===== src/rtl/uart_tx_arbiter_if.sv =====
// Purpose: byte-producer / serializer bundle for uart_tx_arbiter.
//   req_valid  producer -> arbiter, one bit per requester
//   req_data   producer -> arbiter, byte i at [8*i+7:8*i]
//   req_ready  arbiter -> producer, one-hot accept pulse
//   tx_data    arbiter -> uartTx data, stable for the frame
//   tx_start   arbiter -> uartTx start, one pulse per frame
//   grant_id   index of the current/last granted requester
//   busy       frame (and optional gap) in progress
// Modports: master (producer side), slave (arbiter side).
interface uart_tx_arbiter_if #(
    parameter int unsigned NUM_REQ = 4
);
    localparam int unsigned GW = (NUM_REQ > 1) ? $clog2(NUM_REQ) : 1;

    logic [NUM_REQ-1:0]   req_valid;
    logic [8*NUM_REQ-1:0] req_data;
    logic [NUM_REQ-1:0]   req_ready;
    logic [7:0]           tx_data;
    logic                 tx_start;
    logic [GW-1:0]        grant_id;
    logic                 busy;

    modport master (
        output req_valid, req_data,
        input  req_ready, tx_data, tx_start, grant_id, busy
    );

    modport slave (
        input  req_valid, req_data,
        output req_ready, tx_data, tx_start, grant_id, busy
    );
endinterface


===== src/rtl/uart_tx_arbiter.sv =====
// Purpose: round-robin share of one uartTx serializer between NUM_REQ byte
// producers. Accepts one byte per valid/ready handshake, pulses tx_start,
// then self-times the frame with a cycle counter (uartTx has no busy flag).
// Ports:
//   clk   system clock, rising edge
//   rst   asynchronous reset, active-low
//   bus   uart_tx_arbiter_if.slave (req_valid/req_data/req_ready,
//         tx_data/tx_start/grant_id/busy)
// Optional feature: define UART_ARB_GAP_EN to add one bit-time of line idle
// (GAP state) after every frame.
module uart_tx_arbiter #(
    parameter int unsigned NUM_REQ      = 4,
    parameter int unsigned CLKS_PER_BIT = 434,
    parameter int unsigned FRAME_BITS   = 10
) (
    input logic             clk,
    input logic             rst,
    uart_tx_arbiter_if.slave bus
);

    localparam int unsigned GW         = (NUM_REQ > 1) ? $clog2(NUM_REQ) : 1;
    localparam int unsigned FRAME_CLKS = CLKS_PER_BIT * FRAME_BITS;
    localparam int unsigned CW         = $clog2(FRAME_CLKS + 1);
    localparam logic [CW-1:0] FRAME_LAST = CW'(FRAME_CLKS - 1);
    localparam logic [GW-1:0] LAST_ID    = GW'(NUM_REQ - 1);
`ifdef UART_ARB_GAP_EN
    localparam logic [CW-1:0] GAP_LAST   = CW'(CLKS_PER_BIT - 1);
`endif

    typedef enum logic [1:0] {
        IDLE  = 2'd0,
        START = 2'd1,
        WAIT  = 2'd2
`ifdef UART_ARB_GAP_EN
        ,
        GAP   = 2'd3
`endif
    } state_t;

    state_t              state;
    state_t              state_next;
    logic [CW-1:0]       cnt;
    logic [GW-1:0]       rr_ptr;
    logic [GW-1:0]       sel;
    logic                found;
    logic                accept;
    logic                frame_done;
    logic [NUM_REQ-1:0]  ready;
    logic [7:0]          tx_data_q;
    logic [GW-1:0]       grant_q;
    logic                tx_start_q;
    logic                busy_q;

    assign frame_done = (state == WAIT) && (cnt == FRAME_LAST);

    // State register
    always_ff @(posedge clk or negedge rst) begin
        if (!rst) state <= IDLE;
        else      state <= state_next;
    end

    // Next-state logic
    always_comb begin
        state_next = state;
        case (state)
            IDLE:  if (found) state_next = START;
            START: state_next = WAIT;
            WAIT: begin
`ifdef UART_ARB_GAP_EN
                if (frame_done) state_next = GAP;
`else
                if (frame_done) state_next = IDLE;
`endif
            end
`ifdef UART_ARB_GAP_EN
            GAP:   if (cnt == GAP_LAST) state_next = IDLE;
`endif
            default: state_next = IDLE;
        endcase
    end

    // Output logic: round-robin pick starting at rr_ptr, one-hot accept pulse
    always_comb begin
        sel   = '0;
        found = 1'b0;
        for (int unsigned k = 0; k < NUM_REQ; k++) begin
            if (!found && bus.req_valid[(32'(rr_ptr) + k) % NUM_REQ]) begin
                found = 1'b1;
                sel   = GW'((32'(rr_ptr) + k) % NUM_REQ);
            end
        end
        accept = (state == IDLE) && found;
        ready  = accept ? (NUM_REQ'(1) << sel) : '0;
    end

    // Datapath and registered outputs; tx_start/busy follow the next state
    always_ff @(posedge clk or negedge rst) begin
        if (!rst) begin
            cnt        <= '0;
            rr_ptr     <= '0;
            tx_data_q  <= '0;
            grant_q    <= '0;
            tx_start_q <= 1'b0;
            busy_q     <= 1'b0;
        end else begin
            tx_start_q <= (state_next == START);
            busy_q     <= (state_next != IDLE);
            if (accept) begin
                tx_data_q <= bus.req_data[32'(sel) * 8 +: 8];
                grant_q   <= sel;
            end
            if (frame_done) rr_ptr <= (grant_q == LAST_ID) ? '0 : grant_q + GW'(1);
            case (state)
                START: cnt <= '0;
                WAIT:  cnt <= frame_done ? '0 : cnt + CW'(1);
`ifdef UART_ARB_GAP_EN
                GAP:   cnt <= cnt + CW'(1);
`endif
                default: cnt <= cnt;
            endcase
        end
    end

    assign bus.req_ready = ready;
    assign bus.tx_data   = tx_data_q;
    assign bus.grant_id  = grant_q;
    assign bus.tx_start  = tx_start_q;
    assign bus.busy      = busy_q;

endmodule


===== src/flat_wrapper.sv =====
// flat-port wrapper written by rule: the top's interface ports become plain ports
module uart_tx_arbiter_flat 
#(
    parameter int unsigned NUM_REQ      = 4,
    parameter int unsigned CLKS_PER_BIT = 434,
    parameter int unsigned FRAME_BITS   = 10
)
  (clk, rst, bus_req_valid, bus_req_data, bus_req_ready, bus_tx_data, bus_tx_start, bus_grant_id, bus_busy);
  uart_tx_arbiter_if #(.NUM_REQ(NUM_REQ)) bus_i ();
  input logic clk;
  input logic rst;
  input wire logic [$bits(bus_i.req_valid)-1:0] bus_req_valid;
  input wire logic [$bits(bus_i.req_data)-1:0] bus_req_data;
  output wire logic [$bits(bus_i.req_ready)-1:0] bus_req_ready;
  output wire logic [$bits(bus_i.tx_data)-1:0] bus_tx_data;
  output wire logic [$bits(bus_i.tx_start)-1:0] bus_tx_start;
  output wire logic [$bits(bus_i.grant_id)-1:0] bus_grant_id;
  output wire logic [$bits(bus_i.busy)-1:0] bus_busy;
  assign bus_i.req_valid = bus_req_valid;
  assign bus_i.req_data = bus_req_data;
  assign bus_req_ready = bus_i.req_ready;
  assign bus_tx_data = bus_i.tx_data;
  assign bus_tx_start = bus_i.tx_start;
  assign bus_grant_id = bus_i.grant_id;
  assign bus_busy = bus_i.busy;
  uart_tx_arbiter #(.NUM_REQ(NUM_REQ), .CLKS_PER_BIT(CLKS_PER_BIT), .FRAME_BITS(FRAME_BITS)) u_core (.clk(clk), .rst(rst), .bus(bus_i));
endmodule

===== config.mk =====
export PLATFORM = sky130hd
export DESIGN_NAME = uart_tx_arbiter_flat
export DESIGN_NICKNAME = d
export VERILOG_FILES = /design/src/rtl/uart_tx_arbiter_if.sv /design/src/rtl/uart_tx_arbiter.sv /design/src/flat_wrapper.sv
export SDC_FILE = /design/constraint.sdc
export NUM_CORES = 1
export LEC_CHECK = 0
export CORE_ASPECT_RATIO = 1.25
export CORE_MARGIN = 2
export CORE_UTILIZATION = 47
export DETAILED_ROUTE_END_ITERATION = 16
export PLACE_DENSITY_LB_ADDON = 0.2
export SYNTH_ARGS = -nofsm -noshare
export SYNTH_HDL_FRONTEND = slang
export SYNTH_SLANG_ARGS = --single-unit

===== constraint.sdc =====
create_clock -name clk -period 2.5 [get_ports clk]
set_input_delay 0.375 -clock clk [delete_from_list [all_inputs] [get_ports clk]]
set_output_delay 0.375 -clock clk [all_outputs]
set_load 0.02 [all_outputs]

==> results.json, run 1 <==
{
  "syn2layout_area_growth_pct": 45.6,
  "synth.top_cells.by_count": "29 x dfrtp_1, 24 x nand2_1, 19 x mux2i_1, 11 x nor2_1, 9 x o21ai_1",
  "synth.most_common_cell": "dfrtp_1",
  "drt-total-wl_um": 4450,
  "syn_area_sq_um": 1740,
  "combPwrFrac": 0.106,
  "startpoint": "bus_req_valid[1]",
  "via_per_inst": 5.79,
  "final-hold-violation-count": 0,
  "worstMarginPinSlew_ps": 521,
  "pwr-share-seq": 0.401,
  "drc": 0,
  "power_mw": 1.17,
  "setup_ws_ps": 75.9,
  "finalCritPeriodShare": 0.970,
  "syn_nets": 222,
  "synth_top_family_by_area": "compound AO/OA/AOI/OAI gates",
  "switching_power_mw": 0.225,
  "crit_path_cell_trace": "clkdlybuf4s50_1 -> nor4_2 -> and2b_2 -> nand2_1 -> nor2_1 -> dlygate4sd2_1",
  "die_x_um": 58.5,
  "post_cts.repair.setup_buffers": 0,
  "reg2reg_depth": 6,
  "die_h_um": 72.1,
  "crit_family": "simple AND/OR/NAND/NOR gates",
  "synth_cell_types": 37,
  "crit_cells": 6,
  "ys_ff_latch": 29,
  "max_slew_margin": 0.649,
  "intPower_mw": 0.945,
  "wire_per_inst_um": 15.6,
  "cts.sink_count": 29,
  "critPathMaxFanout": 4,
  "overflow": 0,
  "clock_tree.buffer_depth": 2,
  "synthXorXnorAreaFrac": 0,
  "clk_pin_slew_ps": 70,
  "rsz0062_at_grt": "false",
  "netlist.area_leader.share": 0.416,
  "num_vias": 1657,
  "crit_buf_inv": 2,
  "antenna_cells": 0,
  "cp_data_arrival_time_ps": 2050,
  "p_per_area_nw_per_um2": 461,
  "drive_above_1_share": 0.121,
  "syn_inst": 178,
  "synth_warnings": 0,
  "outcome": "finished clean",
  "critPathLaunchType": "input pin",
  "grt_usage": 0.245,
  "io_pins": 54,
  "syn_avg_cell_area_sq_um": 9.80,
  "setup_viol": 0,
  "required_ps": 2120,
  "firstDrtPassIters": 5,
  "finClkSkew_ps": 7.35,
  "multi_input_area_sq_um": 972,
  "post-route-min-period_ps": 2420,
  "seq_area_frac_synth": 0.416,
  "fmax_mhz": 413,
  "synth.largest_area_cell": "dfrtp_1",
  "slowest_delay_ps": 470,
  "start_util": 0.496,
  "async_flop_share": 1.00,
  "dieArea_sq_um": 4220,
  "synth_mux_area_frac": 0.115,
  "cts-buffers-inserted": 5,
  "critPathCaptureType": "output port",
  "hold-worst-slack_ps": 465,
  "clk_latency_ps": 280,
  "synth.area.top_cells": "dfrtp_1 42%, mux2i_1 11%, nand2_1 5.2%, ha_1 4.3%, o221ai_1 4.0%",
  "grt_pass1_wl_um": 8000,
  "drt-initial-drc-count": 82,
  "switching_share": 0.192,
  "place.detailed.hpwl_um": 3480,
  "grt_pass1_vias": 1774,
  "cts_tree": "yes",
  "r2r-start": "u_core.cnt[9]",
  "p_leak_nw": 1.23,
  "slew_violations": 0,
  "slowest_stage": "clkdlybuf4s50_1",
  "root_buffer": "clkbuf_8",
  "path_class": "input pin to output port",
  "coreArea_sq_um": 3510,
  "synth_edf_count": 0,
  "ff_latch_area_sq_um": 726,
  "grt_max_degree": 30,
  "cap_violations": 0,
  "place_ws_ps": -277,
  "synthFlopType": "dfrtp_1",
  "antenna_found_initial": 0,
  "vdd_drop_max_mv": 0.673,
  "place.gp.congestion": 0.938,
  "htree_num_levels": 2,
  "portBuffers": 53,
  "power_frac_clock": 0.493,
  "nFillCells": 254,
  "drtAntennaViolNets": 0,
  "synth_adder_area_share": 0.0430,
  "hold_class": "input pin to async pin",
  "nNetsFinal": 290,
  "synth_compound_area_frac": 0.201,
  "synthSimpleGateAreaFrac": 0.194,
  "hold_buffers": 0,
  "std_cell_rows": 24
}
[final cells by class]
class,count,area share
clock buffer,5,0.0271
clock inverter,3,0.0256
inverter,5,0.00739
multi-input combinational,139,0.383
sequential,29,0.286
tap,39,0.0192
timing repair buffer,66,0.252
[flip-flops by register name, indices dropped and copies added, names as in the netlist]
register and cells:
u_core.cnt 13, u_core.bus.busy 1, u_core.bus.grant_id 2, u_core.bus.tx_data 8, u_core.rr_ptr 2, u_core.state 2, u_core.bus.tx_start 1
[power groups by stage]
stage                     logic, mW  clock network [mW]  registers [mW]
after global routing          0.135               0.603           0.469
final                         0.124               0.577           0.469
after CTS                     0.125               0.584           0.469
after floorplan              0.0366                   0           0.478
after global placement        0.120                   0           0.478
after detailed placement      0.124                   0           0.478
[stage by stage]
step | instance area [sq um] | TNS [ps] | std cells | utilization
2_1_floorplan | 1740 | 0 | 178 | -
3_3_place_gp | 2400 | -166 | 278 | 0.683
3_5_place_dp | 2400 | -937 | 278 | 0.683
4_1_cts | 2540 | -150 | 286 | 0.722
5_1_grt | 2540 | 0 | 286 | 0.723
6_report | 2540 | 0 | 286 | 0.723
[cells by family after synthesis]
| family | count (synthesis) |
|---|---|
| flip-flops | 29 |
| AND/OR/NAND/NOR | 66 |
| AO/OA/AOI/OAI | 47 |
| multiplexers | 20 |
| buffers and inverters | 10 |
| adder cells (fa/ha/maj) | 6 |
[layer usage]
metal,up-vias,wire (um),track usage
li1,793,-,-
met1,785,1770,0.295
met2,70,2300,0.419
met3,9,319,0.0642
met4,0,61,0.0827
met5,-,0,0
[cells in the final DEF, fill, tap and decap left out, types with 2 or more instances in the layout]
cell type	count
clkdlybuf4s50_1	49
dfrtp_1	29
nand2_1	24
mux2i_1	19
buf_4	12
nor2_1	11
o21ai_1	9
o221ai_1	8
nand3_1	7
o21ai_0	6
ha_1	6
inv_1	5
nor2b_1	5
a21oi_1	5
clkbuf_8	5
nand2b_1	4
o31ai_1	4
a21o_1	3
or2_1	3
nor4_1	3
o2bb2ai_1	3
dlygate4sd2_1	3
nor3_1	2
o41ai_1	2
bufinv_16	2
[final timing paths]
| check | end | slack, ps |
|---|---|---|
| max in group asynchronous | u_core.cnt[11] | 1760 |
| hold / removal | u_core.cnt[3] | 470 |
| setup reg to reg | u_core.cnt[4] | 420 |
| setup / recovery | bus_req_ready[1] | 80 |
| hold reg to reg | u_core.bus.tx_data[2] | 490 |
| min in group clk | u_core.bus.tx_data[2] | 490 |
[repair_timing]
item	4_1_cts	5_1_grt
gates cloned	0	0
setup endpoints to repair	4	1
gates resized for setup	4	1
Power figures use the tool's default switching activity.
==> inputs of run 2 (changes only) <==
--- a/config.mk
+++ b/config.mk
@@ -5,6 +5,7 @@
 export SDC_FILE = /design/constraint.sdc
 export NUM_CORES = 1
 export LEC_CHECK = 0
+export ABC_CLOCK_PERIOD_IN_PS = 2500
 export CORE_ASPECT_RATIO = 1.25
 export CORE_MARGIN = 2
 export CORE_UTILIZATION = 47
==> results of run 2 <==
No change in the layout: final DEF, timing and power equal those of run 1.
